==> config.mk <==
export PLATFORM = sky130hd
export DESIGN_NAME = int_regfile_scb
export DESIGN_NICKNAME = d
export VERILOG_FILES = /design/src/rtl/int_regfile_scb.sv
export SDC_FILE = /design/constraint.sdc
export NUM_CORES = 2
export LEC_CHECK = 0
export BUFFER_PORTS_ARGS = -buffer_cell sky130_fd_sc_hd__buf_2
export CAP_MARGIN = 20
export CORE_MARGIN = 8
export CORE_UTILIZATION = 34
export DETAILED_ROUTE_END_ITERATION = 7
export GPL_ROUTABILITY_DRIVEN = 0
export GPL_TIMING_DRIVEN = 0
export SKIP_CTS_REPAIR_TIMING = 1
export SLEW_MARGIN = 25
export SYNTH_ARGS = -nofsm -noshare
export SYNTH_HDL_FRONTEND = slang
export SYNTH_SLANG_ARGS = --single-unit
==> constraint.sdc <==
create_clock -name clk_i -period 7.99 [get_ports clk_i]
set_clock_uncertainty 0.05 [all_clocks]
set_input_delay 0.799 -clock clk_i [delete_from_list [all_inputs] [get_ports clk_i]]
set_output_delay 0.799 -clock clk_i [all_outputs]
set_load 0.01 [all_outputs]
==> src/rtl/int_regfile_scb.sv <==
// Integer register file with NUM_RD combinational read ports, one write port,
// write-to-read bypass and a per-register busy scoreboard with a registered popcount.
module int_regfile_scb #(
  parameter int unsigned XLEN     = 32,
  parameter int unsigned NREGS    = 32,
  parameter int unsigned AW       = 5,
  parameter int unsigned NUM_RD   = 2,
  parameter int unsigned ZERO_REG = 1
) (
  input  logic                     clk_i,
  input  logic                     rsn_i,
  input  logic [NUM_RD*AW-1:0]     rd_addr_i,
  output logic [NUM_RD*XLEN-1:0]   rd_data_o,
  output logic [NUM_RD-1:0]        rd_busy_o,
  input  logic                     wr_en_i,
  input  logic [AW-1:0]            wr_addr_i,
  input  logic [XLEN-1:0]          wr_data_i,
  input  logic                     alloc_en_i,
  input  logic [AW-1:0]            alloc_addr_i,
  input  logic                     flush_i,
  output logic [AW:0]              busy_cnt_o
);

  logic [XLEN-1:0]  regs_q [NREGS];
  logic [NREGS-1:0] busy_q, busy_d;
  logic [AW:0]      busy_cnt_q, busy_cnt_d;
  logic [AW-1:0]    rd_addr [NUM_RD];
  logic             wr_ok, alloc_ok;

  assign wr_ok    = wr_en_i && !((ZERO_REG != 0) && (wr_addr_i == '0));
  assign alloc_ok = alloc_en_i && !flush_i && !((ZERO_REG != 0) && (alloc_addr_i == '0));

  // Alloc is applied after the write clear so a new producer supersedes the old one.
  always_comb begin
    busy_d = busy_q;
    if (flush_i) begin
      busy_d = '0;
    end else begin
      if (wr_ok)    busy_d[wr_addr_i]    = 1'b0;
      if (alloc_ok) busy_d[alloc_addr_i] = 1'b1;
    end
  end

  always_comb begin
    busy_cnt_d = '0;
    for (int unsigned i = 0; i < NREGS; i++) begin
      busy_cnt_d = busy_cnt_d + {{AW{1'b0}}, busy_d[i]};
    end
  end

  always_ff @(posedge clk_i or negedge rsn_i) begin
    if (!rsn_i) begin
      busy_q     <= '0;
      busy_cnt_q <= '0;
    end else begin
      busy_q     <= busy_d;
      busy_cnt_q <= busy_cnt_d;
    end
  end

  always_ff @(posedge clk_i or negedge rsn_i) begin
    if (!rsn_i) begin
      for (int unsigned i = 0; i < NREGS; i++) begin
        regs_q[i] <= '0;
      end
    end else if (wr_ok) begin
      regs_q[wr_addr_i] <= wr_data_i;
    end
  end

  always_comb begin
    for (int unsigned p = 0; p < NUM_RD; p++) begin
      rd_addr[p] = rd_addr_i[p*AW +: AW];
    end
  end

  always_comb begin
    rd_data_o = '0;
    rd_busy_o = '0;
    for (int unsigned p = 0; p < NUM_RD; p++) begin
      if ((ZERO_REG != 0) && (rd_addr[p] == '0)) begin
        rd_data_o[p*XLEN +: XLEN] = '0;
        rd_busy_o[p]              = 1'b0;
      end else if (wr_en_i && (wr_addr_i == rd_addr[p])) begin
        rd_data_o[p*XLEN +: XLEN] = wr_data_i;
        rd_busy_o[p]              = 1'b0;
      end else begin
        rd_data_o[p*XLEN +: XLEN] = regs_q[rd_addr[p]];
        rd_busy_o[p]              = busy_q[rd_addr[p]];
      end
    end
  end

  assign busy_cnt_o = busy_cnt_q;

endmodule

==> out/results.txt <==
failing checks - hold timing
Sequential Power Share - 0.430
Tmin final - 6.72 ns
mean area per synthesized cell - 14.2 um2
Post-Route WL - 244000 um
P&R area growth vs syn - 13.8%
FFs w/ async S/R, synth - 1.00
iteration count of the initial detailed-routing pass - 6
P_leak - 28.9 nW
worst hold slack - -0.0383 ns
critical path cell sequence - buf_2, nor3_1, nand2_1, clkbuf_2, a22oi_1, nor2_1, fa_1, inv_1, fa_1, fa_1, fa_1, fa_1, inv_1, fa_1, ha_1, fa_1, a21o_1, a21oi_1, xnor2_1
Die Wd - 431 um
footprint of the multi-input gates - 29500 um2
H-tree Lvls - 3
Sink Count - 1062
PD cells - 249 nW/um2
sequential share of the synthesized area - 0.455
Via density - 6.33
Slew @ Worst Pin - 1.19 ns
nets - 4451
I/O pins - 129
register area - 26600 um2
Comb power frac - 0.209
CP Data Required Time - 8.64 ns
row count - 152
pre-CTS setup slack - 0.696 ns
internal power - 0.0117 W
Final Worst Setup Slack - 1.27 ns
top_reg_cell synth - dfrtp_1
Final Util - 0.389
Die ar. - 185000 um2
NetSw - 0.00482 W
number of flops mapped to enable cells by yosys - 0
Post-DRT Antenna Nets - 0
number of DRC markers in iteration 0 - 5651
Worst Setup End Kind - register
vias in the first global route - 42486
clock share of power - 0.361
Total GRT Usage - 0.256
switching part of the total - 0.292
mapped cell area - 58400 um2
Final HPWL DP - 175000 um
Synth Net Count - 4198
share of layout cells above drive strength 1 - 0.463
CTS tree - yes
Initial Util - 0.341
final setup TNS - 0 ns
slowest CP cell - nand2_1
#FFs+latches synth - 1062
synth warn - 0
final-report max-slew violation count - 0
worst stage delay on the critical path - 0.67 ns
max_slew headroom - 0.198
RSZ-0062 raised after global routing - false
buffer depth of the longest clock path - 3
run status - finished, violations left
synthesized instance count - 4110
fin crit share - 0.841
core area - 171000 um2
root buf cell - clkbuf_16
CTS clk-pin slew, worst paths - 0.06 ns
CP most frequent cell - fa_1
# Max-Cap Violations - 0
Peak VDD IR - 190 uV
Worst setup SP type - primary input
fillers - 16126
IO Port Bufs - 119
total gr overflow - 0
vias - 42493
critical path arrival - 7.37 ns
endpoints failing setup - 0
Hold Vio Cnt, Final - 91
critical path type - primary input to register
initial antenna violation count - 12
CTS buffer count - 117
CP Max Fanout - 6
Clk Latency, worst-skew pair - 0.78 ns
first-pass GRT wire length - 337000 um
largest net degree at the start of global routing - 127
Post-route DRC - 0
Hold Crit Class - primary input to asynchronous set/reset pin
Synth cell types - 66
wire length per cell - 36.4 um
fmax - 149 MHz
die height - 431 um
## layout by cell type (no fill, tap or decap), types with 24 or more instances in the layout
cell type	n
dfrtp_1	1062
a221oi_1	47
o22ai_1	61
clkbuf_2	45
nor2b_1	39
mux2_2	1002
mux2_1	40
nand2_1	93
clkbuf_1	189
buf_2	272
a21oi_1	55
clkbuf_16	117
nor3_1	40
mux4_2	434
clkbuf_8	32
buf_4	41
a211oi_1	57
mux2i_1	210
inv_1	37
fa_1	24
a22oi_1	47
a211o_1	26
nor2_1	84
o21ai_0	52
nand3_1	37
## stage by stage
stage | hold WS [ns] | total power (W) | cells | area [um2]
4_1_cts | -0.0360 | 0.0165 | 6696 | 66500
5_1_grt | 0.00302 | 0.0171 | 6701 | 66500
3_5_place_dp | 0.414 | 0.0106 | 6477 | 62300
3_3_place_gp | 0.402 | 0.0104 | 6462 | 61800
2_1_floorplan | 0.391 | 0.00930 | 4110 | 58400
6_report | -0.0383 | 0.0165 | 6710 | 66500
## sequential cells by signal, summed over array words and instances (netlist names)
| signal | count |
|---|---|
| regs_q | 1024 |
| busy_q | 32 |
| busy_cnt_o | 6 |
## path summary, 6_finish.rpt
kind                            slack, ns            end           from  depth (start not counted)
min in group clk_i                   0.29     regs_q[84]  wr_data_i[20]                          2
max in group asynchronous            5.47    regs_q[869]          rsn_i                          5
worst min-delay path                -0.04    regs_q[278]          rsn_i                          1
worst max register to register       2.81  busy_cnt_o[4]     busy_q[25]                         17
worst min register to register       0.43    regs_q[999]    regs_q[999]                          1
worst max-delay path                 1.27  busy_cnt_o[4]   wr_addr_i[4]                         19
## Yosys cell counts, types with 40 or more instances
| cell type | n | area [um2] |
|---|---|---|
| mux2i_1 | 210 | 2100 |
| nand2_1 | 93 | 349 |
| o22ai_1 | 61 | 382 |
| mux2_1 | 40 | 450 |
| a221oi_1 | 47 | 412 |
| clkbuf_1 | 216 | 811 |
| nor2_1 | 85 | 319 |
| a21oi_1 | 55 | 275 |
| mux4_2 | 434 | 9770 |
| buf_2 | 149 | 746 |
| a211oi_1 | 57 | 428 |
| o21ai_0 | 52 | 260 |
| dfrtp_1 | 1062 | 26600 |
| nor3_1 | 41 | 205 |
| a22oi_1 | 47 | 353 |
| mux2_2 | 1002 | 11300 |
## cells by family (layout without fill, tap and decap cells)
family	after synthesis	count (layout)	synth area share
AND/OR/NAND/NOR	371	371	0.0314
flip-flops	1062	1062	0.455
XOR/XNOR	13	13	0.00221
adder cells (fa/ha/maj)	31	31	0.00972
multiplexers	1686	1686	0.404
AO/OA/AOI/OAI	453	453	0.0566
other	0	14	0
buffers and inverters	494	847	0.0413
## final cells by class
cell class,count,share of cell area
Clock buffer,165,0.0515
Multi-Input combinational cell,2554,0.443
Timing Repair Buffer,134,0.0148
Sequential cell,1062,0.399
Tap cell,2233,0.0420
Clock inverter,54,0.0116
Antenna cell,14,0.000527
Inverter,38,0.00214
Buffer,456,0.0351
## routing by layer
layer,wire [um],up-vias,track usage
met5,85,-,0.00338
met1,90000,22639,0.318
li1,-,16308,-
met3,27300,770,0.0824
met4,21300,6,0.181
met2,106000,2770,0.375
## critical path, delay by kind of cell
family	cells	cell delay, ns
and+or+nand+nor	3	1.39
xor gates and xnor gates	1	0.13
AOI/OAI and AO/OA	3	0.66
buffers and inverters	4	0.76
adders and majority gates	8	3.61
## power groups by stage
stage / registers, W / logic (W) / clock network, W
floorplan: 0.00689 / 0.00241 / 0
global placement: 0.00711 / 0.00332 / 0
detailed placement: 0.00715 / 0.00342 / 0
CTS: 0.00706 / 0.00343 / 0.00600
global route: 0.00721 / 0.00363 / 0.00622
finish: 0.00711 / 0.00345 / 0.00598
Note: power is estimated with default switching activity, not from simulation.
